## config.mk

```make
export PLATFORM = sky130hd
export DESIGN_NAME = load_wb_ctrl
export DESIGN_NICKNAME = d
export VERILOG_FILES = /design/src/rtl/load_wb_ctrl.sv
export SDC_FILE = /design/constraint.sdc
export NUM_CORES = 1
export LEC_CHECK = 0
export CAP_MARGIN = 20
export CELL_PAD_IN_SITES_DETAIL_PLACEMENT = 1
export CELL_PAD_IN_SITES_GLOBAL_PLACEMENT = 2
export CORE_MARGIN = 1.5
export CORE_UTILIZATION = 23
export DETAILED_ROUTE_END_ITERATION = 10
export PLACE_DENSITY = 0.77
export SYNTH_ARGS = -nofsm -noshare
export SYNTH_HDL_FRONTEND = slang
export SYNTH_SLANG_ARGS = --single-unit
```

## constraint.sdc

```tcl
create_clock -name i_clk -period 1.5 [get_ports i_clk]
set_clock_uncertainty 0.1 [all_clocks]
set_input_delay 0.15 -clock i_clk [delete_from_list [all_inputs] [get_ports i_clk]]
set_output_delay 0.15 -clock i_clk [all_outputs]
set_load 0.05 [all_outputs]
```

## src/rtl/load_wb_ctrl.sv

```systemverilog
// rtl/load_wb_ctrl.sv - write-back controller for ALU results and memory loads
module load_wb_ctrl #(
    parameter int TIMEOUT_CYCLES = 16
) (
    input  logic        i_clk,
    input  logic        i_rst,
    input  logic        i_valid,
    output logic        o_ready,
    input  logic [2:0]  i_reg_wr_sel,
    input  logic [4:0]  i_rd,
    input  logic [2:0]  i_funct3,
    input  logic [1:0]  i_addr_lo,
    input  logic [31:0] i_data,
    input  logic        i_mem_rvalid,
    input  logic [31:0] i_mem_rdata,
    output logic        o_rf_wen,
    output logic [4:0]  o_rf_waddr,
    output logic [31:0] o_rf_wdata,
    output logic        o_busy,
    output logic        o_err
);

    localparam logic [7:0] LP_TIMEOUT = 8'(TIMEOUT_CYCLES);

    typedef enum logic {
        ST_IDLE = 1'b0,
        ST_WAIT = 1'b1
    } state_t;

    state_t      r_state;
    logic [4:0]  r_rd;
    logic [2:0]  r_funct3;
    logic [1:0]  r_addr_lo;
    logic [7:0]  r_cnt;
    logic        r_rf_wen;
    logic [4:0]  r_rf_waddr;
    logic [31:0] r_rf_wdata;
    logic        r_err;

    logic [7:0]  w_byte;
    logic [15:0] w_half;
    logic [31:0] w_load_data;
    logic [7:0]  w_cnt_inc;

    assign w_cnt_inc = r_cnt + 8'd1;

    // Pick the addressed byte/halfword of the memory word and extend it per load width
    always_comb begin
        w_byte = 8'd0;
        case (r_addr_lo)
            2'd0:    w_byte = i_mem_rdata[7:0];
            2'd1:    w_byte = i_mem_rdata[15:8];
            2'd2:    w_byte = i_mem_rdata[23:16];
            default: w_byte = i_mem_rdata[31:24];
        endcase
        w_half = r_addr_lo[1] ? i_mem_rdata[31:16] : i_mem_rdata[15:0];
        case (r_funct3)
            3'b000:  w_load_data = {{24{w_byte[7]}}, w_byte};
            3'b100:  w_load_data = {24'd0, w_byte};
            3'b001:  w_load_data = {{16{w_half[15]}}, w_half};
            3'b101:  w_load_data = {16'd0, w_half};
            default: w_load_data = i_mem_rdata;
        endcase
    end

    // Request acceptance, memory wait with timeout, and registered write-back/error pulses
    always_ff @(posedge i_clk) begin
        if (i_rst) begin
            r_state    <= ST_IDLE;
            r_rd       <= 5'd0;
            r_funct3   <= 3'd0;
            r_addr_lo  <= 2'd0;
            r_cnt      <= 8'd0;
            r_rf_wen   <= 1'b0;
            r_rf_waddr <= 5'd0;
            r_rf_wdata <= 32'd0;
            r_err      <= 1'b0;
        end else begin
            r_rf_wen <= 1'b0;
            r_err    <= 1'b0;
            case (r_state)
                ST_IDLE: begin
                    if (i_valid) begin
                        case (i_reg_wr_sel)
                            3'b000: begin
                                r_rd      <= i_rd;
                                r_funct3  <= i_funct3;
                                r_addr_lo <= i_addr_lo;
                                r_cnt     <= 8'd0;
                                r_state   <= ST_WAIT;
                            end
                            3'b001, 3'b010, 3'b011, 3'b100: begin
                                r_rf_wen   <= (i_rd != 5'd0);
                                r_rf_waddr <= i_rd;
                                r_rf_wdata <= i_data;
                            end
                            default: begin
                                r_err <= 1'b1;
                            end
                        endcase
                    end
                end
                ST_WAIT: begin
                    // rvalid takes priority over the timeout landing in the same cycle
                    if (i_mem_rvalid) begin
                        r_rf_wen   <= (r_rd != 5'd0);
                        r_rf_waddr <= r_rd;
                        r_rf_wdata <= w_load_data;
                        r_state    <= ST_IDLE;
                    end else begin
                        r_cnt <= w_cnt_inc;
                        if (w_cnt_inc == LP_TIMEOUT) begin
                            r_err   <= 1'b1;
                            r_state <= ST_IDLE;
                        end
                    end
                end
                default: r_state <= ST_IDLE;
            endcase
        end
    end

    assign o_ready    = (r_state == ST_IDLE);
    assign o_busy     = (r_state == ST_WAIT);
    assign o_rf_wen   = r_rf_wen;
    assign o_rf_waddr = r_rf_waddr;
    assign o_rf_wdata = r_rf_wdata;
    assign o_err      = r_err;

endmodule

```

**Word level (Yosys, flattened, before mapping)**

Index checks and enable logic that the tools add are counted.

- Add/subtract/negate cells: 1
- Equal/unequal tests: 15
- Multiplexer cells: 29
- Bitwise operators: 1
- Reductions and logical operators: 10

Operators with widths:

| cell | count |
|---|---|
| one-hot mux 32 bit (4 select lines) | 1 |
| 2-to-1 mux 32 bit | 3 |
| one-hot mux 32 bit (2 select lines) | 1 |
| 2-to-1 mux 8 bit | 3 |
| one-hot mux 8 bit (3 select lines) | 1 |
| 2-to-1 mux 16 bit | 1 |
| one-hot mux 8 bit (2 select lines) | 1 |
| 2-to-1 mux 5 bit | 3 |
| 2-to-1 mux 1 bit | 11 |
| one-hot mux 5 bit (2 select lines) | 1 |
| nonzero test 5 bit | 2 |
| equality test 3 bit (second input constant) | 3 |
| AND reduction 3 bit | 3 |
| adder 8 x 1 -> 8 bit (second input constant) | 1 |
| equality test 8 x 5 -> 1 bit (second input constant) | 1 |
| equality test 3 x 1 -> 1 bit (second input constant) | 2 |
| equality test 3 x 2 -> 1 bit (second input constant) | 2 |
| logical NOT 3 bit | 2 |
| inequality test 2 bit (second input constant) | 3 |
| one-hot mux 1 bit (2 select lines) | 3 |
| OR reduction 5 bit | 1 |
| inequality test 2 x 1 -> 1 bit (second input constant) | 2 |
| OR reduction 4 bit | 1 |
| equality test 2 x 1 -> 1 bit (second input constant) | 1 |
| 3 further kinds | 3 |

- Bits in registers: 58
- Input port bits: 81
- Output and inout bits: 41
- Word-level logic and storage cells: 65

**Logic depth before layout (Yosys ltp)**

- Depth after elaboration: 5
- Depth in mapped cells: 7
- Gate-level depth less buffers: 5

**Least setup slack after synthesis**

Ideal clock, no wire load.

- Kind: reg-to-reg
- From: reg r_state, in the netlist o_busy
- To: reg r_err, in the netlist o_err
- Setup time: 135 ps
- Data arrival time: 1919 ps
- Required time: 1265 ps
- Slack: -654 ps
- Stages on the path, launching flop included: 7
- Path buffers: 2
- Clock period less this slack: 2154 ps
- Path through: dfxtp_1 > buf_2 > buf_4 > clkinv_1 > nand3b_1 > o31ai_1 > nor2b_1

- Word-level cells in the longest chain between the ends: 2

RTL lines:

| element | RTL line | text |
|---|---|---|
| start, declared | 30 | `state_t r_state;` |
| start signal, assigned | 69 | `r_state <= ST_IDLE;` |
| start signal, assigned | 90 | `r_state <= ST_WAIT;` |
| start signal, assigned | 109 | `r_state <= ST_IDLE;` |
| NOT 1 bit (no line) | -- |  |
| net o_ready | 8 | `output logic o_ready,` |
| one-hot mux 1 bit (2 select lines) | 81 | `case (r_state)` |
| end signal, assigned | 77 | `r_err <= 1'b0;` |
| end signal, assigned | 80 | `r_err <= 1'b0;` |
| end signal, assigned | 98 | `r_err <= 1'b1;` |
| end, declared | 38 | `logic r_err;` |

The timed path passes the listed nets, and every way through them passes these cells.
A chain may end at the register's enable or synchronous reset.

**Worst setup path in the final report**

- From: reg r_addr_lo[1]
- To: reg r_rf_wdata[20], in the netlist o_rf_wdata[20]

- Word-level cells in the longest chain between the ends: 5
- Elaborated cells on any way between the ends: 8
- Classes of those cells: eq/ne (2); mux (5); reduce/logical (1)

RTL lines:

| element | RTL line | text |
|---|---|---|
| start, declared | 33 | `logic [1:0] r_addr_lo;` |
| start signal, assigned | 88 | `r_addr_lo <= i_addr_lo;` |
| equality test 2 bit (tied with other cells) | 50 | `case (r_addr_lo)` |
| one-hot mux 8 bit (3 select lines) | 50 |  |
| one-hot mux 32 bit (4 select lines) * | 57 | `case (r_funct3)` |
| 2-to-1 mux 32 bit * | 105 | `if (i_mem_rvalid) begin` |
| one-hot mux 32 bit (2 select lines) * | 81 |  |
| end signal, assigned | 95 | `r_rf_wdata <= i_data;` |
| end signal, assigned | 108 | `r_rf_wdata <= w_load_data;` |
| end, declared | 37 | `logic [31:0] r_rf_wdata;` |

Mark *: on every way between the ends. The rest lies on a longest branch, timed or not. The select of a mux whose other input is x is not followed.

==> results_dict.tcl <==
set metrics [dict create \
    status "finished with violations" \
    violations "negative setup slack" \
    period_share_pct 117 \
    slowest_stage "mux4_2" \
    cts.reportedPaths.clkPinSlew_ps 50 \
    max_clock_freq_mhz 570 \
    wl_um 14700 \
    drt_iter0_markers 107 \
    tritoncts "built" \
    initial_utilization_pct 23.3 \
    slew_headroom_pct 72.7 \
    synth.most_common_cell "dfxtp_1" \
    slowest_delay_ps 650 \
    ys.warnings.count 0 \
    top_level_ports 122 \
    tightest_slew_ps 404 \
    io_buffers 121 \
    fin_ws_ps -256 \
    design.core.area_um2 14400 \
    drv_slew 0 \
    grt_remaining_overflow 0 \
    seq_area_frac_synth_pct 34.5 \
    leakage_nw 2.38 \
    path_cells "buf_6 -> mux4_2 -> o211ai_1 -> a32o_1" \
    netlist_area_um2 3360 \
    wl_per_cell_um 19.0 \
    fin_area_um2 6400 \
    synth_cells 401 \
    syn_to_final_growth_pct 90.1 \
    finalHoldViolations 0 \
    drive_gt1_share_pct 42.2 \
    nets 664 \
    hpwlAfterDp_um 9890 \
    synthesis.nets 483 \
    critPathRequiredTime_ps 1670 \
    gp_congestion 0.802 \
    antenna_found_initial 0 \
    dp_cells 731 \
    ys_top_cells_by_area "dfxtp_1 (35%), nand2_1 (5.7%), a21oi_1 (5.2%)" \
    worst-setup-path-type "flip-flop to flip-flop" \
    stdcell_count 770 \
    grt_pass1_wl_um 21300 \
    synth.distinct_cells 54 \
    grt_max_degree 35 \
    num-fill-cells 1618 \
    rsz0062_at_grt "yes" \
    die_y_um 124 \
    ys_ff_latch 58 \
    fin_tns_setup_ps -5920 \
    dieArea_um2 15400 \
    hp-class "input pin to flip-flop" \
    drtPass1Iterations 5 \
    worstPathArrival_ps 1920 \
    rows 44 \
    fin_util_pct 44.4 \
    diodes 0 \
    grt_util_all_layers_pct 18.5 \
    crit_fanout 8 \
    viasPerCell 5.05 \
    vdd_drop_max_mv 0.473 \
    hold-path-cell-count 2 \
    place_area_um2 5340 \
    critPathCaptureType "flip-flop" \
    start_kind "flip-flop" \
    synthFlopType "dfxtp_1" \
    async_flop_share_pct 0 \
    grt_pass1_vias 4040 \
    ant_nets 0 \
    die_x_um 124 \
    clk-insertion-delay-late_ps 330 \
    finalSetupViolCount 37 \
    drcViolationCount 0 \
    powerDensity_nw_per_um2 815 \
    dp_slack_ps -621 \
    r2r_cells 4 \
    netlist_top_cells_count "dfxtp_1 (58), nand2_1 (51), a21oi_1 (35)" \
    num_vias 3886 \
    syn_avg_cell_area_um2 8.39 \
    cts_buffers 9 \
    clockBufferDepth 2 \
    yosys.area.top_type "dfxtp_1" \
    maxCapViolations 0 \
    h-tree-depth 3 \
    synth_edf_count 0 \
    cts_root_buf "clkbuf_16" \
    post-route-min-period_ps 1760 \
    synth_top_cell_area_share_pct 34.5 \
    clock-sinks 58 \
]
[layer usage]
metal | GRT usage [%] | routed length (µm) | share of wire (%) | vias to the layer above
met5 | 0 | 0 | 0 | -
met4 | 5.82 | 394 | 2.7 | 0
met3 | 5.63 | 922 | 6.3 | 24
met2 | 32.4 | 7220 | 49 | 113
met1 | 21.5 | 6120 | 42 | 1882
li1 | - | - | - | 1867
[worst max-delay path: cells and delay by family, from the launching register on]
family	cells	cell delay, ps
AOI/OAI and AO/OA	2	420
muxes	1	650
buffers and inverters	1	150
DFF	1	370
[where the power goes]
| group | total, mW | switching [mW] | internal, mW |
|---|---|---|---|
| clock | 2.09 | 0.683 | 1.41 |
| sequential | 1.70 | 0.0829 | 1.62 |
| combinational | 1.42 | 0.696 | 0.722 |
[cells by family after synthesis]
family / count (synthesis) / share of synthesized area, %
AO/OA/AOI/OAI: 138 / 31.1
adder cells (fa/ha/maj): 1 / 0.372
buffers and inverters: 45 / 6.32
flip-flops: 58 / 34.5
multiplexers: 12 / 4.09
AND/OR/NAND/NOR: 147 / 23.7
[placed cells by master, fill, tap and decap left out, types with 5 or more instances in the layout]
cell	n
inv_1	8
mux2i_1	6
buf_6	13
nand3b_1	8
a21oi_1	30
dfxtp_1	49
or2_2	21
or4b_4	5
buf_12	32
o211ai_1	12
and2_1	5
clkdlybuf4s50_1	75
o221ai_2	10
nand2_1	49
o21ai_0	10
nor2_1	14
buf_4	69
a32o_1	16
nor2_4	7
o2bb2ai_1	5
dfxtp_4	5
a21oi_2	5
a211oi_2	12
clkbuf_16	11
[final cells by class]
type                    count  area (µm²)  share of cell area [%]
multi-input cells         300        2370                    37.1
repair buffers            202        2250                    35.1
flip-flops and latches     58        1180                    18.5
clock buffers              13         270                    4.22
well taps                 184         230                    3.60
inverters                  11        56.3                   0.880
clock inverters             2        35.0                   0.548
[state kept, by name, indices dropped and copies added (netlist names)]
register,flops
o_rf_wen,1
r_funct3,3
o_rf_wdata,32
o_err,1
r_cnt,8
o_busy,1
o_rf_waddr,5
r_rd,5
r_addr_lo,2
[through the flow]
| stage | power, mW | hold slack [ps] |
|---|---|---|
| global placement | 2.94 | 354 |
| floorplan | 2.28 | 186 |
| global route | 5.46 | 183 |
| CTS | 5.20 | 160 |
| finish | 5.21 | 179 |
| detailed placement | 2.95 | 358 |
[path summary, 6_finish.rpt]
| path | startpoint | to | slack [ps] |
|---|---|---|---|
| setup / recovery | r_addr_lo[1] | o_rf_wdata[20] | -260 |
| setup reg to reg | r_addr_lo[1] | o_rf_wdata[20] | -260 |
| hold reg to reg | o_rf_wdata[28] | o_rf_wdata[28] | 370 |
| hold / removal | i_rst | o_rf_wdata[4] | 180 |
[timing repair]
item,4_1_cts,5_1_grt
setup buffers,10,11
gates resized for setup,84,51
pin swaps,57,24
gates cloned,5,4
hold buffers,0,0
setup endpoints to repair,39,55
Note: power is estimated with default switching activity, not from simulation.
